**src/rtl/uart_tx_fifo.sv**
```systemverilog
// Byte FIFO in front of a UART transmitter.
// A small drain FSM pops one byte per transmitter ready/busy/ready cycle.
module uart_tx_fifo #(
  parameter int DEPTH_LOG2 = 4
) (
  input  logic                  i_clk,
  input  logic                  i_rst,
  input  logic                  i_wr_en,
  input  logic [7:0]            i_wr_data,
  output logic                  o_full,
  output logic                  o_empty,
  output logic [DEPTH_LOG2:0]   o_count,
  output logic                  o_overflow,
  input  logic                  i_clr_ovf,
  output logic                  o_tx_go,
  output logic [7:0]            o_tx_data,
  input  logic                  i_tx_ready
);

  localparam int DEPTH = 2 ** DEPTH_LOG2;
  localparam int PW    = DEPTH_LOG2;
  localparam int CW    = DEPTH_LOG2 + 1;
  localparam logic [CW-1:0] FULL_CNT = {1'b1, {PW{1'b0}}};

  typedef enum logic [1:0] {
    S_IDLE,
    S_GO,
    S_WAIT_BUSY,
    S_WAIT_READY
  } state_e;

  state_e          state_q, state_d;
  logic [7:0]      mem_q [DEPTH];
  logic [PW-1:0]   wr_ptr_q, wr_ptr_d;
  logic [PW-1:0]   rd_ptr_q, rd_ptr_d;
  logic [CW-1:0]   count_q, count_d;
  logic            full_q, full_d;
  logic            empty_q, empty_d;
  logic            ovf_q, ovf_d;
  logic [7:0]      tx_data_q, tx_data_d;
  logic            go_q, go_d;
  logic            push, pop;

  assign push = i_wr_en & ~full_q;
  assign pop  = (state_q == S_IDLE) & ~empty_q & i_tx_ready;

  always_comb begin
    state_d   = state_q;
    go_d      = 1'b0;
    tx_data_d = tx_data_q;
    unique case (state_q)
      S_IDLE: begin
        if (pop) begin
          state_d   = S_GO;
          go_d      = 1'b1;
          tx_data_d = mem_q[rd_ptr_q];
        end
      end
      S_GO: state_d = S_WAIT_BUSY;
      S_WAIT_BUSY: begin
        if (!i_tx_ready) state_d = S_WAIT_READY;
      end
      S_WAIT_READY: begin
        if (i_tx_ready) state_d = S_IDLE;
      end
      default: state_d = S_IDLE;
    endcase
  end

  always_comb begin
    wr_ptr_d = wr_ptr_q;
    rd_ptr_d = rd_ptr_q;
    count_d  = count_q;
    ovf_d    = ovf_q;
    if (push) wr_ptr_d = wr_ptr_q + PW'(1);
    if (pop)  rd_ptr_d = rd_ptr_q + PW'(1);
    unique case ({push, pop})
      2'b10:   count_d = count_q + CW'(1);
      2'b01:   count_d = count_q - CW'(1);
      default: count_d = count_q;
    endcase
    full_d  = (count_d == FULL_CNT);
    empty_d = (count_d == '0);
    // a dropped write beats a clear in the same cycle
    if (i_wr_en && full_q) ovf_d = 1'b1;
    else if (i_clr_ovf)    ovf_d = 1'b0;
  end

  always_ff @(posedge i_clk) begin
    if (push) mem_q[wr_ptr_q] <= i_wr_data;
  end

  always_ff @(posedge i_clk or negedge i_rst) begin
    if (!i_rst) begin
      state_q   <= S_IDLE;
      wr_ptr_q  <= '0;
      rd_ptr_q  <= '0;
      count_q   <= '0;
      full_q    <= 1'b0;
      empty_q   <= 1'b1;
      ovf_q     <= 1'b0;
      tx_data_q <= 8'h00;
      go_q      <= 1'b0;
    end else begin
      state_q   <= state_d;
      wr_ptr_q  <= wr_ptr_d;
      rd_ptr_q  <= rd_ptr_d;
      count_q   <= count_d;
      full_q    <= full_d;
      empty_q   <= empty_d;
      ovf_q     <= ovf_d;
      tx_data_q <= tx_data_d;
      go_q      <= go_d;
    end
  end

  assign o_full     = full_q;
  assign o_empty    = empty_q;
  assign o_count    = count_q;
  assign o_overflow = ovf_q;
  assign o_tx_go    = go_q;
  assign o_tx_data  = tx_data_q;

endmodule

```
**config.mk**
```make
export PLATFORM = sky130hd
export DESIGN_NAME = uart_tx_fifo
export DESIGN_NICKNAME = d
export VERILOG_FILES = /design/src/rtl/uart_tx_fifo.sv
export SDC_FILE = /design/constraint.sdc
export NUM_CORES = 1
export LEC_CHECK = 0
export CORE_UTILIZATION = 50
export CTS_CLUSTER_DIAMETER = 100
export DETAILED_ROUTE_END_ITERATION = 7
export PLACE_DENSITY_LB_ADDON = 0.12
export SYNTH_ARGS = -nofsm -noshare
export SYNTH_HDL_FRONTEND = slang
export SYNTH_SLANG_ARGS = --single-unit
export TNS_END_PERCENT = 50
```
**constraint.sdc**
```tcl
create_clock -name i_clk -period 3 [get_ports i_clk]
set_input_delay 0.75 -clock i_clk [delete_from_list [all_inputs] [get_ports i_clk]]
set_output_delay 0.75 -clock i_clk [all_outputs]
set_load 0.01 [all_outputs]
```
==> flow_summary.yaml <==
cells_and_area:
  post-route-util_pct: 60.4
  antenna_fix_cells: 0
  final_area_um2: 7620
  syn2layout_area_growth_pct: 18.1
  post_route_cells_drive_above_1_share_pct: 20.0
  layout.nets: 418
  post_layout_nonfiller_instances: 578
yosys:
  synth-seq-area-share_pct: 70.1
  ys_top_cells_by_count: "sky130_fd_sc_hd__edfxtp_1, sky130_fd_sc_hd__nand2_1, sky130_fd_sc_hd__dfrtp_1, sky130_fd_sc_hd__mux4_2, sky130_fd_sc_hd__mux4_1"
  number_of_enable_type_register_cells_in_the_synthesized_netlist: 128
  synth_flop_cell: "sky130_fd_sc_hd__edfxtp_1"
  yosys.area.top_type_share_pct: 59.6
  synth-seq-cells: 155
  async_flop_share_pct: 17.4
  post-synth-top-count-cell: "sky130_fd_sc_hd__edfxtp_1"
  synthesis.instances: 339
  synth_area_um2: 6450
  yosys_warnings: 0
  synthesis.area_per_instance_um2: 19.0
  synth_top_cells_by_area: "sky130_fd_sc_hd__edfxtp_1, sky130_fd_sc_hd__dfrtp_1, sky130_fd_sc_hd__mux4_1"
  post_synth_num_cell_types: 44
  mappedNetlistNets: 363
  synth_largest_area_cell: "sky130_fd_sc_hd__edfxtp_1"
timing:
  relSlewSlack_pct: 58.0
  drv_slew: 0
  setup_viol: 0
  worst_slew_pin_slew_ns: 0.630
  time_the_worst_path_needs_with_i_o_delays_and_setup_ns: 2.62
  rsz0062_at_grt: "no"
  achievable-frequency_mhz: 382
  timing.final.crit_share_pct: 87.2
  finalHoldViolCount: 0
  finalClockSkew_ns: 0.0102
floorplanning:
  placement_rows: 41
  floorplan.initialDensity_pct: 51.1
  area_of_the_core_um2: 12600
  fp.dieH_um: 116
  die_area_um2: 13400
  die_w_um: 116
  top_level_ports: 30
detailed_routing:
  first_pass_iters: 4
  detail_route.drc_violations: 0
  detail_route.wl_per_cell_um: 20.0
  vias_per_cell: 5.55
  dr_total_vias: 3209
  drt_wl_total_um: 11600
  drtIter0Drc: 180
  antenna_left: 0
critical_path:
  rr_startpoint: "state_q[0]"
  reg2reg_depth: 12
  timing.setup.critical_path_class: "in2reg"
  r2r_setup_slack_ns: 0.50
  crit_required_ns: 3.36
  cp_max_fo: 3
  critical_path_arrival_ns: 2.97
  crit_path_start_kind: "input port"
  nature_of_the_critical_path_endpoint: "register"
  regToRegEndpoint: "o_empty"
place:
  placed_cells_incl_taps: 547
  dp_hpwl_um: 7450
  finalWeightedCongestion: 0.783
  dpl-instance-area_um2: 7030
  port-buffer-count: 29
run:
  max_cap_violations: 0
global_route:
  grt_use_total_pct: 19.4
  first_global_vias: 3121
  gr-usage-met3_pct: 3.77
  antenna_found_initial: 0
  grt_max_degree: 36
  congestion_overflow_gr: 0
  global_route.usage.met1_pct: 27.4
  grt-busiest-layer: "met2"
  grt_first_pass_wirelength_um: 18000
  grtUsageMet2_pct: 29.4
cts:
  post_cts_resize_count: 0
  worst_setup_hold_path_clk_slew_ns: 0.06
  cts-buffers-inserted: 17
  post-cts-setup-buffer-count: 0
  source_to_sink_clock_delay_at_the_later_pin_of_the_worst_skew_pair_ns: 0.42
  ctsLongestPathBuffers: 2
  htree_levels: 4
  post_cts_hold_buffer_count: 0
  tritoncts: "yes"
  root_buffer: "sky130_fd_sc_hd__clkbuf_16"
  cts_sinks: 155
pwr:
  cellLeakagePower_nw: 2.71
  power_density_nw_per_um2: 931
  p_total_mw: 7.09
  ir_worst_vdd_mv: 0.442
min_path:
  holdCritStartpoint: "o_tx_data[7]"
  min_to: "o_tx_data[7]"
  worst_hold_path.num_cells: 2
  holdCritPathClass: "reg2reg"
outcome:
  status: "complete, no violations"
==> per-stage QoR <==
stage          setup slack [ns]  hold slack, ns  TNS, ns
2_1_floorplan             0.430           0.454        0
3_3_place_gp             0.0150           0.463        0
3_5_place_dp            -0.0286           0.468  -0.0517
4_1_cts                   0.403           0.483        0
5_1_grt                   0.204           0.501        0
6_report                  0.385           0.475        0
==> per-layer routing <==
| layer | up-vias | share of wire, % |
|---|---|---|
| met5 | - | 0 |
| met4 | 0 | 1.4 |
| met3 | 13 | 4.6 |
| met2 | 87 | 48 |
| met1 | 1642 | 46 |
| li1 | 1467 | - |
==> worst max-delay path, cell delays in order <==
cell and delay, ns:
sky130_fd_sc_hd__clkdlybuf4s50_1 0.53, sky130_fd_sc_hd__nand3b_4 0.09, sky130_fd_sc_hd__inv_2 0.07, sky130_fd_sc_hd__nand2_1 0.06
sky130_fd_sc_hd__xnor2_1 0.12, sky130_fd_sc_hd__ha_1 0.22, sky130_fd_sc_hd__a21oi_1 0.24, sky130_fd_sc_hd__nor3_1 0.10
sky130_fd_sc_hd__o311ai_0 0.37, sky130_fd_sc_hd__o21bai_1 0.16, sky130_fd_sc_hd__and4bb_1 0.28
==> power breakdown <==
group	leakage, nW	switching (mW)	internal (mW)
combinational	0.948	0.936	1.08
sequential	1.49	0.291	2.68
clock	0.272	0.797	1.30
total	2.71	2.02	5.06
==> cell usage in the layout, fill, tap and decap left out, types with 3 or more instances in the layout <==
cell type / instances
sky130_fd_sc_hd__clkbuf_16: 17
sky130_fd_sc_hd__a21oi_1: 6
sky130_fd_sc_hd__dfrtp_1: 25
sky130_fd_sc_hd__edfxtp_1: 128
sky130_fd_sc_hd__nand4_1: 4
sky130_fd_sc_hd__ha_1: 11
sky130_fd_sc_hd__buf_4: 22
sky130_fd_sc_hd__o211ai_1: 3
sky130_fd_sc_hd__nor3b_1: 3
sky130_fd_sc_hd__nor3_1: 7
sky130_fd_sc_hd__inv_1: 7
sky130_fd_sc_hd__xnor2_1: 8
sky130_fd_sc_hd__nand2_1: 34
sky130_fd_sc_hd__mux4_2: 21
sky130_fd_sc_hd__o21ai_0: 3
sky130_fd_sc_hd__mux4_1: 19
sky130_fd_sc_hd__clkinvlp_4: 3
sky130_fd_sc_hd__clkbuf_1: 3
sky130_fd_sc_hd__and2_1: 16
sky130_fd_sc_hd__bufinv_16: 3
sky130_fd_sc_hd__clkdlybuf4s50_1: 29
==> how the worst max path moves through the flow <==
| stage | slack (ns) | cells after the start | from | end |
|---|---|---|---|---|
| floorplan | 0.43 | 9 | i_tx_ready | o_full |
| global placement | 0.02 | 11 | i_tx_ready | o_full |
| detailed placement | -0.03 | 12 | i_tx_ready | o_empty |
| CTS | 0.40 | 11 | i_tx_ready | o_full |
| global route | 0.20 | 11 | i_tx_ready | o_full |
| finish | 0.38 | 11 | i_tx_ready | o_empty |
==> kinds of logic after synthesis <==
group	share of synthesized area [%]
AOI/OAI and AO/OA	2.52
buffers and inverters	2.19
and+or+nand+nor	6.23
xor gates and xnor gates	1.36
DFF	70.1
muxes	15.4
adders and majority gates	2.14
==> state kept, by name, indices dropped and copies added (netlist names) <==
name and flops:
mem_q 128, o_tx_data 8, o_count 5, rd_ptr_q 4
wr_ptr_q 4, state_q 2, o_empty 1, o_full 1
o_overflow 1, o_tx_go 1
==> area by class of cell <==
type                            count  area [um2]
Clock buffer                       20         437
Fill cell                         959        5000
Timing Repair Buffer               52         475
Multi-Input combinational cell    159        1780
Inverter                            9        36.3
Clock inverter                     11         146
Tap cell                          172         215
Sequential cell                   155        4520
No activity file was read; power rests on OpenSTA's default activity.
